## src/rtl/iq_tone_gen_if.sv

```systemverilog
// Control and sample bus of the IQ test-tone transmitter.
// The MCU/start FSM (or a testbench) drives it through master; the generator uses slave.
interface iq_tone_gen_if;
    logic               start;
    logic               stop;
    logic [15:0]        burst_len;
    logic [3:0]         phase_step;
    logic [3:0]         div;
    logic signed [12:0] Gr_inj;
    logic signed [12:0] Gj_inj;
    logic [3:0]         Ix;
    logic [3:0]         Qx;
    logic               valid;
    logic               busy;
    logic               done;

    modport master (
        output start, stop, burst_len, phase_step, div, Gr_inj, Gj_inj,
        input  Ix, Qx, valid, busy, done
    );

    modport slave (
        input  start, stop, burst_len, phase_step, div, Gr_inj, Gj_inj,
        output Ix, Qx, valid, busy, done
    );
endinterface

```

## src/rtl/iq_tone_gen.sv

```systemverilog
// Quadrature tone burst generator with injected W-style gain/phase imbalance,
// producing 4-bit offset-binary Ix/Qx like the ADC front end.
module iq_tone_gen (
    input  logic         clk,
    input  logic         RESET,
    iq_tone_gen_if.slave bus
);

    typedef enum logic [1:0] {IDLE, RUN, DRAIN} state_e;

    state_e             state_q, state_d;

    logic [15:0]        cfgLen_q;
    logic [3:0]         cfgStep_q;
    logic [3:0]         cfgDiv_q;
    logic signed [12:0] cfgGr_q;
    logic signed [12:0] cfgGj_q;

    logic [3:0]         phase_q;
    logic [15:0]        sampleCount_q;
    logic [3:0]         divCount_q;

    logic signed [3:0]  stage1I_q;
    logic signed [3:0]  stage1Q_q;
    logic               stage1Valid_q;
    logic               stage1Last_q;

    logic [3:0]         outI_q;
    logic [3:0]         outQ_q;
    logic               outValid_q;
    logic               outDone_q;

    logic               accept;
    logic               abort;
    logic               tick;
    logic               lastTick;

    logic signed [17:0] iWide, qWide, grWide, gjWide;
    logic signed [17:0] accI, accQ;
    logic signed [9:0]  sumI, sumQ;

    function automatic logic signed [3:0] toneLut(input logic [3:0] k);
        logic signed [3:0] c;
        case (k)
            4'd0:    c = 4'sd7;
            4'd1:    c = 4'sd6;
            4'd2:    c = 4'sd5;
            4'd3:    c = 4'sd3;
            4'd4:    c = 4'sd0;
            4'd5:    c = -4'sd3;
            4'd6:    c = -4'sd5;
            4'd7:    c = -4'sd6;
            4'd8:    c = -4'sd7;
            4'd9:    c = -4'sd6;
            4'd10:   c = -4'sd5;
            4'd11:   c = -4'sd3;
            4'd12:   c = 4'sd0;
            4'd13:   c = 4'sd3;
            4'd14:   c = 4'sd5;
            default: c = 4'sd6;
        endcase
        return c;
    endfunction

    function automatic logic [3:0] toOffsetBinary(input logic signed [9:0] v);
        logic [3:0] s;
        if (v > 10'sd7) begin
            s = 4'b0111;
        end else if (v < -10'sd8) begin
            s = 4'b1000;
        end else begin
            s = v[3:0];
        end
        return {~s[3], s[2:0]};
    endfunction

    assign accept   = (state_q == IDLE) && bus.start && !bus.stop;
    assign abort    = (state_q != IDLE) && bus.stop;
    assign tick     = (state_q == RUN) && (divCount_q == 4'd0);
    // A zero burst length means continuous, so it never produces a last tick.
    assign lastTick = tick && (cfgLen_q != 16'd0) && ((sampleCount_q + 16'd1) == cfgLen_q);

    always_comb begin
        state_d = state_q;
        case (state_q)
            IDLE:    if (accept) state_d = RUN;
            RUN:     if (bus.stop) state_d = IDLE;
                     else if (lastTick) state_d = DRAIN;
            DRAIN:   if (bus.stop || !stage1Valid_q) state_d = IDLE;
            default: state_d = IDLE;
        endcase
    end

    // Products are kept at full precision before the floor shift by 9.
    always_comb begin
        iWide  = 18'(stage1I_q);
        qWide  = 18'(stage1Q_q);
        grWide = 18'(cfgGr_q);
        gjWide = 18'(cfgGj_q);
        accI   = grWide * iWide + gjWide * qWide;
        accQ   = gjWide * iWide - grWide * qWide;
        sumI   = 10'(iWide) + 10'(accI >>> 9);
        sumQ   = 10'(qWide) + 10'(accQ >>> 9);
    end

    always_ff @(posedge clk) begin
        if (RESET) begin
            state_q       <= IDLE;
            cfgLen_q      <= '0;
            cfgStep_q     <= '0;
            cfgDiv_q      <= '0;
            cfgGr_q       <= '0;
            cfgGj_q       <= '0;
            phase_q       <= '0;
            sampleCount_q <= '0;
            divCount_q    <= '0;
            stage1I_q     <= '0;
            stage1Q_q     <= '0;
            stage1Valid_q <= 1'b0;
            stage1Last_q  <= 1'b0;
            outI_q        <= 4'd8;
            outQ_q        <= 4'd8;
            outValid_q    <= 1'b0;
            outDone_q     <= 1'b0;
        end else begin
            state_q <= state_d;

            if (accept) begin
                cfgLen_q      <= bus.burst_len;
                cfgStep_q     <= bus.phase_step;
                cfgDiv_q      <= bus.div;
                cfgGr_q       <= bus.Gr_inj;
                cfgGj_q       <= bus.Gj_inj;
                phase_q       <= '0;
                sampleCount_q <= '0;
                divCount_q    <= '0;
            end else if (tick) begin
                phase_q       <= phase_q + cfgStep_q;
                sampleCount_q <= sampleCount_q + 16'd1;
                divCount_q    <= cfgDiv_q;
            end else if (state_q == RUN) begin
                divCount_q    <= divCount_q - 4'd1;
            end

            if (abort) begin
                stage1Valid_q <= 1'b0;
                stage1Last_q  <= 1'b0;
            end else begin
                stage1Valid_q <= tick;
                stage1Last_q  <= lastTick;
                if (tick) begin
                    stage1I_q <= toneLut(phase_q);
                    stage1Q_q <= toneLut(phase_q - 4'd4);
                end
            end

            // Outputs park at mid-scale whenever the generator goes idle.
            if (abort || (state_d == IDLE && !stage1Valid_q)) begin
                outI_q     <= 4'd8;
                outQ_q     <= 4'd8;
                outValid_q <= 1'b0;
                outDone_q  <= 1'b0;
            end else if (stage1Valid_q) begin
                outI_q     <= toOffsetBinary(sumI);
                outQ_q     <= toOffsetBinary(sumQ);
                outValid_q <= 1'b1;
                outDone_q  <= stage1Last_q;
            end else begin
                outValid_q <= 1'b0;
                outDone_q  <= 1'b0;
            end
        end
    end

    assign bus.Ix    = outI_q;
    assign bus.Qx    = outQ_q;
    assign bus.valid = outValid_q;
    assign bus.done  = outDone_q;
    assign bus.busy  = (state_q != IDLE);

endmodule

```

## src/flat_wrapper.sv

```systemverilog
// flat-port wrapper written by rule: the top's interface ports become plain ports
module iq_tone_gen_flat 
  (clk, RESET, bus_start, bus_stop, bus_burst_len, bus_phase_step, bus_div, bus_Gr_inj, bus_Gj_inj, bus_Ix, bus_Qx, bus_valid, bus_busy, bus_done);
  iq_tone_gen_if bus_i ();
  input  logic clk;
  input  logic RESET;
  input wire logic [$bits(bus_i.start)-1:0] bus_start;
  input wire logic [$bits(bus_i.stop)-1:0] bus_stop;
  input wire logic [$bits(bus_i.burst_len)-1:0] bus_burst_len;
  input wire logic [$bits(bus_i.phase_step)-1:0] bus_phase_step;
  input wire logic [$bits(bus_i.div)-1:0] bus_div;
  input wire logic [$bits(bus_i.Gr_inj)-1:0] bus_Gr_inj;
  input wire logic [$bits(bus_i.Gj_inj)-1:0] bus_Gj_inj;
  output wire logic [$bits(bus_i.Ix)-1:0] bus_Ix;
  output wire logic [$bits(bus_i.Qx)-1:0] bus_Qx;
  output wire logic [$bits(bus_i.valid)-1:0] bus_valid;
  output wire logic [$bits(bus_i.busy)-1:0] bus_busy;
  output wire logic [$bits(bus_i.done)-1:0] bus_done;
  assign bus_i.start = bus_start;
  assign bus_i.stop = bus_stop;
  assign bus_i.burst_len = bus_burst_len;
  assign bus_i.phase_step = bus_phase_step;
  assign bus_i.div = bus_div;
  assign bus_i.Gr_inj = bus_Gr_inj;
  assign bus_i.Gj_inj = bus_Gj_inj;
  assign bus_Ix = bus_i.Ix;
  assign bus_Qx = bus_i.Qx;
  assign bus_valid = bus_i.valid;
  assign bus_busy = bus_i.busy;
  assign bus_done = bus_i.done;
  iq_tone_gen u_core (.clk(clk), .RESET(RESET), .bus(bus_i));
endmodule
```

## config.mk

```make
export PLATFORM = sky130hd
export DESIGN_NAME = iq_tone_gen_flat
export DESIGN_NICKNAME = d
export VERILOG_FILES = /design/src/rtl/iq_tone_gen_if.sv /design/src/rtl/iq_tone_gen.sv /design/src/flat_wrapper.sv
export SDC_FILE = /design/constraint.sdc
export NUM_CORES = 1
export LEC_CHECK = 0
export CELL_PAD_IN_SITES_DETAIL_PLACEMENT = 2
export CELL_PAD_IN_SITES_GLOBAL_PLACEMENT = 2
export CORE_MARGIN = 2
export CORE_UTILIZATION = 41
export CTS_BUF_LIST = sky130_fd_sc_hd__clkbuf_4 sky130_fd_sc_hd__clkbuf_8 sky130_fd_sc_hd__clkbuf_16
export CTS_CLUSTER_DIAMETER = 50
export DETAILED_ROUTE_END_ITERATION = 16
export PLACE_DENSITY_LB_ADDON = 0.3
export SLEW_MARGIN = 20
export SYNTH_ARGS = -nofsm -noshare
export SYNTH_HDL_FRONTEND = slang
export SYNTH_SLANG_ARGS = --single-unit
```

## constraint.sdc

```tcl
create_clock -name clk -period 12.9 [get_ports clk]
set_input_delay 2.58 -clock clk [delete_from_list [all_inputs] [get_ports clk]]
set_output_delay 2.58 -clock clk [all_outputs]
set_load 0.1 [all_outputs]
```

==> results of run 1 <==
metrics by stage:
stage,hold WS [ns],instances,area [µm²]
6_report,0.466,1927,13800
3_5_place_dp,0.459,1911,13500
4_1_cts,0.470,1927,13800
5_1_grt,0.504,1927,13800
3_3_place_gp,0.445,1911,13500
2_1_floorplan,0.436,1512,12500
how the worst max path moves through the flow:
| stage | cells past startpoint | to | from |
|---|---|---|---|
| after floorplan | 22 | u_core.bus.Qx[0]$_SDFFE_PP0P_ | u_core.stage1I_q[3]$_SDFFE_PP0P_ |
| after global routing | 22 | u_core.bus.Qx[0]$_SDFFE_PP0P_ | u_core.stage1I_q[3]$_SDFFE_PP0P_ |
| after CTS | 22 | u_core.bus.Qx[0]$_SDFFE_PP0P_ | u_core.stage1I_q[3]$_SDFFE_PP0P_ |
| after detailed placement | 22 | u_core.bus.Qx[0]$_SDFFE_PP0P_ | u_core.stage1I_q[3]$_SDFFE_PP0P_ |
| after global placement | 22 | u_core.bus.Qx[1]$_SDFFE_PP0P_ | u_core.stage1I_q[3]$_SDFFE_PP0P_ |
| final | 22 | u_core.bus.Qx[0]$_SDFFE_PP0P_ | u_core.stage1I_q[3]$_SDFFE_PP0P_ |
logic make-up (layout without fill, tap and decap cells):
kind of cell | count (synthesis) | count (layout) | synth area share, %
simple gates | 552 | 552 | 21.1
buf+inv | 299 | 324 | 9.01
fa+ha+maj | 287 | 287 | 38.9
compound gates | 202 | 202 | 10.2
flops | 96 | 96 | 15.4
xor+xnor | 69 | 69 | 4.83
mux | 7 | 7 | 0.570
routing by layer:
layer / routed length, µm / up-vias / track usage [%]
met5: 27 / - / 0
li1: - / 4835 / -
met4: 1790 / 4 / 13.3
met1: 16000 / 5439 / 30.8
met2: 22600 / 224 / 52.6
met3: 1890 / 111 / 4.50
final cells by class:
type | instances | area share (%)
clock buffers | 10 | 1.69
clock inverters | 6 | 0.572
inverters | 233 | 6.35
multi-input cells | 1117 | 68.7
flip-flops and latches | 96 | 13.9
well taps | 390 | 3.54
repair buffers | 75 | 5.21
worst min-delay path: stages, from the launching register on:
cell and delay, ns:
dfxtp_1 0.31, nand2_1 0.06, a21oi_1 0.05
state kept, by name (all words and copies together) (netlist names):
name,cells
u_core.stage1Last_q,1
u_core.stage1I_q,4
u_core.cfgLen_q,16
u_core.bus.Qx,4
u_core.sampleCount_q,16
u_core.bus.valid,1
u_core.state_q,2
u_core.divCount_q,4
u_core.cfgStep_q,4
u_core.phase_q,4
u_core.stage1Valid_q,1
u_core.cfgGr_q,13
u_core.stage1Q_q,4
u_core.bus.done,1
u_core.cfgDiv_q,4
u_core.cfgGj_q,13
u_core.bus.Ix,4
power by group:
group	internal, W	leakage (nW)	switching, W
Combinational	0.000163	5.27	0.000236
Sequential	0.000306	0.779	0.0000208
Clock	0.000156	0.145	0.000141
Total	0.000624	6.20	0.000397
synthesized netlist by cell type (4+ instances only):
cell type	n	share of area (%)
a21o_1	7	0.42
or2_2	4	0.20
dfxtp_1	96	15
nand3_1	28	1.1
o211ai_1	8	0.48
nand2b_1	17	0.85
nand2_1	208	6.2
o21ai_0	28	1.1
nor4_1	11	0.55
or3_1	9	0.45
a21oi_1	98	3.9
nor3_1	23	0.92
o21a_1	4	0.24
a211oi_1	9	0.54
clkbuf_1	61	1.8
mux2i_1	6	0.48
nor2b_1	5	0.25
a211o_1	4	0.28
and4_1	5	0.35
a31o_2	4	0.28
fa_1	170	27
ha_1	117	12
xnor2_1	44	3.1
and3_1	9	0.45
xor2_1	25	1.8
nand4_1	10	0.50
a31oi_1	4	0.20
inv_1	232	7.0
nor2_1	107	3.2
and2_1	101	5.1
==> parameters.txt, run 1 <==
Parameter                              Value

Run status
  Run status    complete, no violations

Floorplan
  Area of the die    approximately 32000 µm²
  I/O pin cnt    65
  Core ar.    29800 µm²
  Effective utilization at floorplan    a little over two fifths
  Std-Cell Rows    63
  Die extent in x    around 180 µm
  Die extent in y    around 180 µm

Drt
  Number of search-and-repair iterations in the first detailed-routing pass    4
  Drc violations    0
  Drt via density    around 5.5
  First DRT Iteration DRCs    between 300 and 400
  Antenna Nets Post-Route    0
  Via count    approximately 11000
  Wire length reported by the detailed router    approximately 42 mm
  Per-cell routed wire length    ~22 µm

Final layout
  Combined area of the multi-input logic cells    between 9000 and 10000 µm²
  Final core occ    between 40 and 50%
  Post-layout nets    1873
  Commonest non-fill, non-tap cells in the layout    inv_1 (232), nand2_1 (208), fa_1 (170)
  Fraction of final layout cells sized beyond drive strength 1    approximately 3.0%
  Most common library cell in the layout ignoring fill and taps    inv_1
  Total inserted antenna cells    0
  Filler Cells Inserted    3332
  FF/Latch Area    between 1500 and 2000 µm²
  Area grow syn2layout    10.2%

Worst setup path
  Critical-path maximum fanout    18
  Required time of the critical path    between 10 and 15 ns
  Arrival time at the worst endpoint    slightly below 8 ns
  Endpoint of the worst register-to-register path    u_core.bus.Qx[0]$_SDFFE_PP0P_
  Worst r2r src    u_core.stage1I_q[3]$_SDFFE_PP0P_
  Count of buffering cells on the critical path with inverters included    1
  R2R setup slack    5.40 ns
  Max incr delay on CP    just under 0.6 ns
  Crit. End Element    flop
  Critical path, cell by cell    clkinv_1 -> nor2_1 -> fa_1 -> fa_1 -> fa_1 -> fa_1 -> ha_1 -> ha_1 -> a2111oi_4 -> o21ai_2 -> a31oi_4 -> o31ai_2 -> o41a_1 -> a21oi_1 -> xnor2_1 -> ha_1 -> or3_1 -> o22ai_1 -> xor2_1 -> o41ai_1 -> nor3_1 -> o32ai_1
  CP Launch Type    flop
  Most frequent CP cell    fa_1
  Cell with the largest stage delay on the worst path    clkinv_1
  Top cell family by delay on the critical path    adder cells
  Worst-case reg-to-reg path depth    22
  Critical setup path kind    flop to flop

Min path
  Worst hold path startpoint    u_core.cfgDiv_q[0]$_SDFFE_PP0P_
  Endpoint with the worst hold slack    u_core.cfgDiv_q[0]$_SDFFE_PP0P_
  Class of the most critical hold timing path    flop to flop
  Number of cells traversed by the worst hold path    2

CTS
  Clock-pin transition on the worst setup and hold timing paths    roughly 0.09 ns
  Clock sinks    between 90 and 100
  H-Tree Level Count    3
  TritonCTS clock tree    done
  # hold bufs at CTS    0
  Number of cells upsized or downsized after cts    0
  Maximum buffer depth of the clock tree    2
  Number of buffers created by CTS    9
  Clock root buffer master    clkbuf_16
  Clk Latency, worst-skew pair    roughly 0.38 ns
  Number of buffers inserted to repair setup after CTS    0

Placed design
  Pre-CTS setup slack    approximately 5.5 ns
  Gp weighted congestion    0.812
  Total of buffers placed on input and output ports    64
  Post-DP HPWL    ~32 mm

STA
  Post-Route Skew    0.0180 ns
  Setup repair after global routing missed its margin    false
  Max-slew violations    0
  Fmax    0.133 GHz
  Final total negative setup slack    0 ns
  Worst setup slack after layout    approximately 5.4 ns
  Clock period minus final worst setup slack    approximately 7.5 ns
  Tcrit/Tclk final    around 58%
  Headroom to the max-slew limit    between 30% and 40%
  Endpoints failing hold    0
  Setup Viol. Count Final    0
  Measured slew at the worst slew-check pin    between 0.9 and 1 ns

Logic synthesis
  Cell count after synthesis    ~1500
  Library cells used by synthesis    65
  Share of flip-flops with an asynchronous set or reset    0%
  Register area share after synthesis    between 10% and 20%
  Net count after synthesis    approximately 1900
  Syn. warnings    0
  Syn_area_per_cell    around 8.3 µm²
  Count of flip-flops with a built-in enable after synthesis    0
  Area of the mapped netlist    roughly 13000 µm²
  Number of register bits inferred by synthesis    between 90 and 100
  Dominant synthesized flop cell    dfxtp_1

Global routing
  Via count of the first global-routing pass    12900
  Pin count of the biggest net entering global routing    64
  Antenna violations before repair    3
  Wire length of the first global-routing pass    68.0 mm
  GRT overflow    0
  Overall Global Routing Usage    around 28%

Power
  Power per standard cell area    approximately 74 nW/µm²
  Overall power consumption    about 0.0010 W
  Maximum ir drop on the vdd rail    approximately 0.07 mV
  Leakage power of the design    6.20 nW

Job
  Number of violations of the max-capacitance limit    0
Power figures use the tool's default switching activity.
==> run 2, diff against run 1 <==
CORE_UTILIZATION = 38   (was 41)
clock period = 7.6 ns   (was 12.9 ns; I/O delays follow)
==> run 2 against run 1 <==
Compared with the run above:
- clock-buffer cell count is 1 lower
- via count is 0.78% lower
- design area is 1.0% higher
- sequential share of layout area is 0.13 points lower
- sequential power is 70% higher
- critical path type unchanged
- highest routed layer unchanged
- largest cell class unchanged
- cell count is 3.0% higher
==> parameters.txt, run 2 (synthesized netlist as in run 1, its figures left out) <==
Parameter                              Value

Run status
  Run status    complete, no violations

STA
  Fmax    around 0.14 GHz
  Post-Route Skew    0.0175 ns
  Measured slew at the worst slew-check pin    roughly 0.98 ns
  Max-slew violations    0
  Setup repair after global routing missed its margin    false
  Headroom to the max-slew limit    roughly a third
  Setup Viol. Count Final    0
  Tcrit/Tclk final    just over 90%
  Endpoints failing hold    0
  Clock period minus final worst setup slack    about 7.1 ns
  Final total negative setup slack    0 ns

Drt
  Antenna Nets Post-Route    0
  Number of search-and-repair iterations in the first detailed-routing pass    4
  Drc violations    0
  Wire length reported by the detailed router    40.1 mm
  Via count    between 10000 and 15000
  First DRT Iteration DRCs    between 400 and 500
  Drt via density    approximately 5.3
  Per-cell routed wire length    between 20 and 25 µm

Worst setup path
  Critical path, cell by cell    clkinvlp_4 -> buf_4 -> buf_4 -> nor2_1 -> fa_1 -> fa_1 -> fa_1 -> inv_1 -> fa_1 -> inv_1 -> ha_1 -> and4_1 -> a31oi_1 -> o21ai_0 -> a21oi_1 -> xnor2_1 -> ha_1 -> a211oi_1 -> o21ai_1 -> xnor2_1 -> nand4_1 -> nor4_1 -> nor2_1 -> a221oi_1
  Critical-path maximum fanout    14
  Crit. End Element    flop
  CP Launch Type    flop
  Arrival time at the worst endpoint    about 7.4 ns
  Most frequent CP cell    fa_1
  Cell with the largest stage delay on the worst path    dfxtp_2
  Critical setup path kind    flop to flop
  Required time of the critical path    between 7 and 8 ns
  Top cell family by delay on the critical path    adder cells
  Max incr delay on CP    slightly above 0.6 ns
  Count of buffering cells on the critical path with inverters included    5

Power
  Overall power consumption    approximately 0.0018 W
  Maximum ir drop on the vdd rail    about 0.11 mV
  Leakage power of the design    roughly 6.2 nW
  Power per standard cell area    between 100 and 150 nW/µm²

CTS
  TritonCTS clock tree    done
  Clock sinks    96
  Clock-pin transition on the worst setup and hold timing paths    ~0.08 ns
  Clk Latency, worst-skew pair    around 0.4 ns
  H-Tree Level Count    3
  # hold bufs at CTS    0
  Maximum buffer depth of the clock tree    2
  Clock root buffer master    clkbuf_16
  Number of buffers created by CTS    9

Floorplan
  Core ar.    32500 µm²
  Die extent in y    around 190 µm
  Area of the die    around 34000 µm²
  Die extent in x    around 190 µm
  Effective utilization at floorplan    roughly two fifths
  Std-Cell Rows    66
  I/O pin cnt    between 60 and 70

Final layout
  Post-layout nets    approximately 1900
  Registers with the highest flip-flop counts    u_core.cfgLen_q: 16 flops, u_core.sampleCount_q: 16 flops
  Area grow syn2layout    11.3%
  Commonest non-fill, non-tap cells in the layout    inv_1 (231), nand2_1 (208), fa_1 (170)
  Fraction of final layout cells sized beyond drive strength 1    under 10%
  Most common library cell in the layout ignoring fill and taps    inv_1
  Total inserted antenna cells    0

Global routing
  Overall Global Routing Usage    roughly 25%
  GRT overflow    0
  Pin count of the biggest net entering global routing    52
  Via count of the first global-routing pass    12500
  Antenna violations before repair    2
  Wire length of the first global-routing pass    66.0 mm

Placed design
  Post-DP HPWL    about 31 mm
  Total of buffers placed on input and output ports    64
  Gp weighted congestion    0.804

Min path
  Class of the most critical hold timing path    flop to flop

Job
  Number of violations of the max-capacitance limit    0
-- run 2: cell count changes in the layout (fill, tap and decap cells not counted), sizes merged --
cell / before / now
inv: 233 / 234
clkinvlp: 2 / 1
clkbuf: 10 / 9
bufinv: 1 / 2
buf: 12 / 18
-- run 2: layer usage --
| layer | wire length (µm) | GRT usage (%) | part of all wire, % |
|---|---|---|---|
| met1 | 16300 | 28.7 | 41 |
| met3 | 1220 | 2.99 | 3.0 |
| met2 | 21300 | 46.7 | 53 |
| met5 | 13 | 0 | 0.032 |
| met4 | 1290 | 9.90 | 3.2 |
-- run 2: stage by stage --
stage               std cells  util, %  setup slack, ns  instance area, µm²  hold WS [ns]
floorplan                1512        -            0.957               12500         0.436
global placement         1967     41.8            0.551               13600         0.443
detailed placement       1967     41.8            0.235               13600         0.450
CTS                      1983     42.8            0.137               13900         0.461
global route             1985     42.9           0.0526               13900         0.495
finish                   1985     42.9            0.495               13900         0.460
-- run 2: layout make-up --
type	count	area, µm²
Clock inverter	7	111
Multi-Input combinational cell	1117	9460
Inverter	233	878
Fill cell	3703	18500
Tap cell	442	553
Timing Repair Buffer	81	763
Sequential cell	96	1920
Clock buffer	9	225
-- run 2: path summary, 6_finish.rpt --
kind	from	to	slack [ns]	depth (start not counted)
worst max-delay path	u_core.stage1Q_q[3]$_SDFFE_PP0P_	u_core.bus.Ix[1]$_SDFFE_PP0P_	0.50	24
worst min-delay path	u_core.cfgDiv_q[3]$_SDFFE_PP0P_	u_core.cfgDiv_q[3]$_SDFFE_PP0P_	0.46	2
worst max register to register	u_core.stage1Q_q[3]$_SDFFE_PP0P_	u_core.bus.Ix[1]$_SDFFE_PP0P_	0.50	24
worst min register to register	u_core.cfgDiv_q[3]$_SDFFE_PP0P_	u_core.cfgDiv_q[3]$_SDFFE_PP0P_	0.46	2
-- run 2: worst register-to-register path: cells and delay by family (launching register included) --
kind	cells	cell delay (ns)
buffers and inverters	5	0.67
AO/OA/AOI/OAI	6	1.48
XOR/XNOR	2	0.42
flip-flops	1	0.62
AND/OR/NAND/NOR	5	1.06
adder cells (fa/ha/maj)	6	2.77
-- run 2: report_power, final --
part	leakage, nW	total, W	switching, W	internal (W)
logic	5.30	0.000676	0.000399	0.000277
clock network	0.164	0.000546	0.000250	0.000296
registers	0.780	0.000554	0.0000357	0.000519
total	6.25	0.00178	0.000684	0.00109
-- run 2: timing repair --
action / 4_1_cts / 5_1_grt
resized for setup: 0 / 2
buffers inserted: 0 / 2
setup endpoints to repair: 0 / 7
==> run 3, diff against run 2 <==
clock period = 6.63 ns   (was 7.6 ns; I/O delays follow)
==> run 3 against run 2 <==
Compared with the run above:
- the run now ends with negative setup slack left
- power grew 28%
- sequential power grew 13%
- worst setup slack lost 0.60 ns
- sequential cell count is the same
==> parameters.txt, run 3 (synthesized netlist as in run 1, its figures left out) <==
Parameter                              Value

Drt
  Drt via density    around 5.4
  Per-cell routed wire length    22.2 µm
  Antenna Nets Post-Route    0
  First DRT Iteration DRCs    around 430
  Via count    roughly 11000
  Number of search-and-repair iterations in the first detailed-routing pass    4
  Drc violations    0
  Wire length reported by the detailed router    between 40 and 50 mm

Floorplan
  I/O pin cnt    between 60 and 70
  Core ar.    between 30000 and 40000 µm²
  Std-Cell Rows    66
  Effective utilization at floorplan    between 30 and 40%
  Die extent in x    ~190 µm
  Die extent in y    approximately 190 µm
  Area of the die    roughly 34000 µm²

Power
  Switching fraction of total power    40.8%
  Clock Power Share    25.3%
  Internal power component    about 0.0013 W
  Combinational share of power    approximately 47%
  Maximum ir drop on the vdd rail    roughly 0.17 mV
  P_sw    slightly above 0.0009 W
  Sequential fraction of design power    approximately 28%
  Leakage power of the design    about 6.6 nW
  Power per standard cell area    around 150 nW/µm²

Global routing
  Pin count of the biggest net entering global routing    52
  GRT overflow    0
  Antenna violations before repair    1
  Overall Global Routing Usage    26.1%
  Wire length of the first global-routing pass    67.9 mm
  Via count of the first global-routing pass    12600

STA
  Max-slew violations    0
  Post-Route Skew    approximately 0.014 ns
  Setup Viol. Count Final    3
  Measured slew at the worst slew-check pin    between 0.9 and 1 ns
  Clock period minus final worst setup slack    between 6 and 7 ns
  Final total negative setup slack    -0.215 ns
  Endpoints failing hold    0
  Tcrit/Tclk final    102%
  Headroom to the max-slew limit    between 30% and 40%
  Worst setup slack after layout    -0.105 ns
  Fmax    between 0.1 and 0.15 GHz
  Worst hold margin    about 0.46 ns

Placed design
  Placed cell count    2010
  Post-DP HPWL    between 30 and 40 mm
  Gp weighted congestion    between 0.8 and 0.9
  Total of buffers placed on input and output ports    between 60 and 70

Final layout
  Total inserted antenna cells    0
  Registers with the highest flip-flop counts    u_core.cfgLen_q: 16 flops, u_core.sampleCount_q: 16 flops
  Commonest non-fill, non-tap cells in the layout    inv_1 (232), nand2_1 (207), fa_1 (167)
  Area grow syn2layout    17.6%
  Count of non-filler cells in the finished layout    ~2000
  Most common library cell in the layout ignoring fill and taps    inv_1
  Post-layout nets    1925
  Fraction of final layout cells sized beyond drive strength 1    11.1%

Worst setup path
  Top cell family by delay on the critical path    adder cells
  Required time of the critical path    6.91 ns
  Crit. End Element    flop
  Critical setup path kind    flop to flop
  Max incr delay on CP    0.62 ns
  Count of buffering cells on the critical path with inverters included    4
  Cell with the largest stage delay on the worst path    fa_1
  Critical-path maximum fanout    12
  Arrival time at the worst endpoint    ~7 ns
  Worst r2r src    u_core.stage1Q_q[0]$_SDFFE_PP0P_
  Most frequent CP cell    fa_1
  CP Launch Type    flop
  Critical path, cell by cell    buf_6 -> nand2_1 -> fa_1 -> inv_1 -> fa_1 -> fa_1 -> inv_1 -> fa_1 -> ha_1 -> ha_1 -> nand3_1 -> o31ai_4 -> buf_4 -> o21a_4 -> nor2_2 -> xnor2_1 -> ha_4 -> nor3_1 -> nor2_1 -> and2_1 -> xnor2_1 -> a41oi_2 -> nor2_1 -> o32ai_1
  CP startpoint    u_core.stage1Q_q[0]$_SDFFE_PP0P_

CTS
  Clock sinks    96
  TritonCTS clock tree    done
  # hold bufs at CTS    0
  Maximum buffer depth of the clock tree    2
  H-Tree Level Count    3
  Clock root buffer master    clkbuf_16
  Number of buffers created by CTS    9
  Clk Latency, worst-skew pair    0.38 ns
  Clock-pin transition on the worst setup and hold timing paths    approximately 0.080 ns

Min path
  Worst hold path startpoint    u_core.cfgDiv_q[0]$_SDFFE_PP0P_
  Class of the most critical hold timing path    flop to flop

Run status
  Violated checks    negative setup slack
  Run status    finished with violations

Job
  Number of violations of the max-capacitance limit    0
[run 3: layout make-up]
class | instances | area [µm²]
Clock inverter | 4 | 52.6
Tap cell | 442 | 553
Fill cell | 3580 | 17800
Sequential cell | 96 | 1960
Multi-Input combinational cell | 1117 | 9830
Clock buffer | 11 | 246
Inverter | 233 | 877
Timing Repair Buffer | 127 | 1180
[run 3: path summary, 6_finish.rpt]
check | cells after the start | end | slack, ns
worst max-delay path | 24 | u_core.bus.Qx[0]$_SDFFE_PP0P_ | -0.11
worst min-delay path | 2 | u_core.cfgDiv_q[0]$_SDFFE_PP0P_ | 0.46
worst max register to register | 24 | u_core.bus.Qx[0]$_SDFFE_PP0P_ | -0.11
worst min register to register | 2 | u_core.cfgDiv_q[0]$_SDFFE_PP0P_ | 0.46
[run 3: timing repair]
action,in CTS,in global routing
buffers inserted,0,5
pin swaps,1,34
resized for setup,16,93
endpoints found under the setup margin,5,7
[run 3: routing by layer]
layer  vias up  wire length (µm)  track usage, %
li1       4938                 -               -
met1      5636             17700            29.6
met2       230             24400            49.2
met3        76              1610            3.68
met4         0              1470            9.59
met5         -                 0               0
[run 3: power by group through the flow]
stage,Clock (W),Combinational [W],Sequential [W]
2_1_floorplan,0,0.000557,0.000624
3_3_place_gp,0,0.000778,0.000635
3_5_place_dp,0,0.000822,0.000637
4_1_cts,0.000590,0.000845,0.000624
5_1_grt,0.000613,0.00115,0.000627
6_report,0.000573,0.00107,0.000625
[run 3: stage by stage]
step           total power [W]  util (%)  area (µm²)  worst slack, ns
3_5_place_dp           0.00146      42.8       13900           -0.322
6_report               0.00227      45.3       14700           -0.105
2_1_floorplan          0.00118         -       12500           0.0814
5_1_grt                0.00239      45.3       14700           -0.243
4_1_cts                0.00206      43.9       14200          0.00122
3_3_place_gp           0.00141      42.8       13900            0.110
[run 3: tightest hold or removal path: cells and delay by family, from the launching register on]
| family | cells | cell delay (ns) |
|---|---|---|
| flops | 1 | 0.32 |
| compound gates | 1 | 0.05 |
| simple gates | 1 | 0.05 |
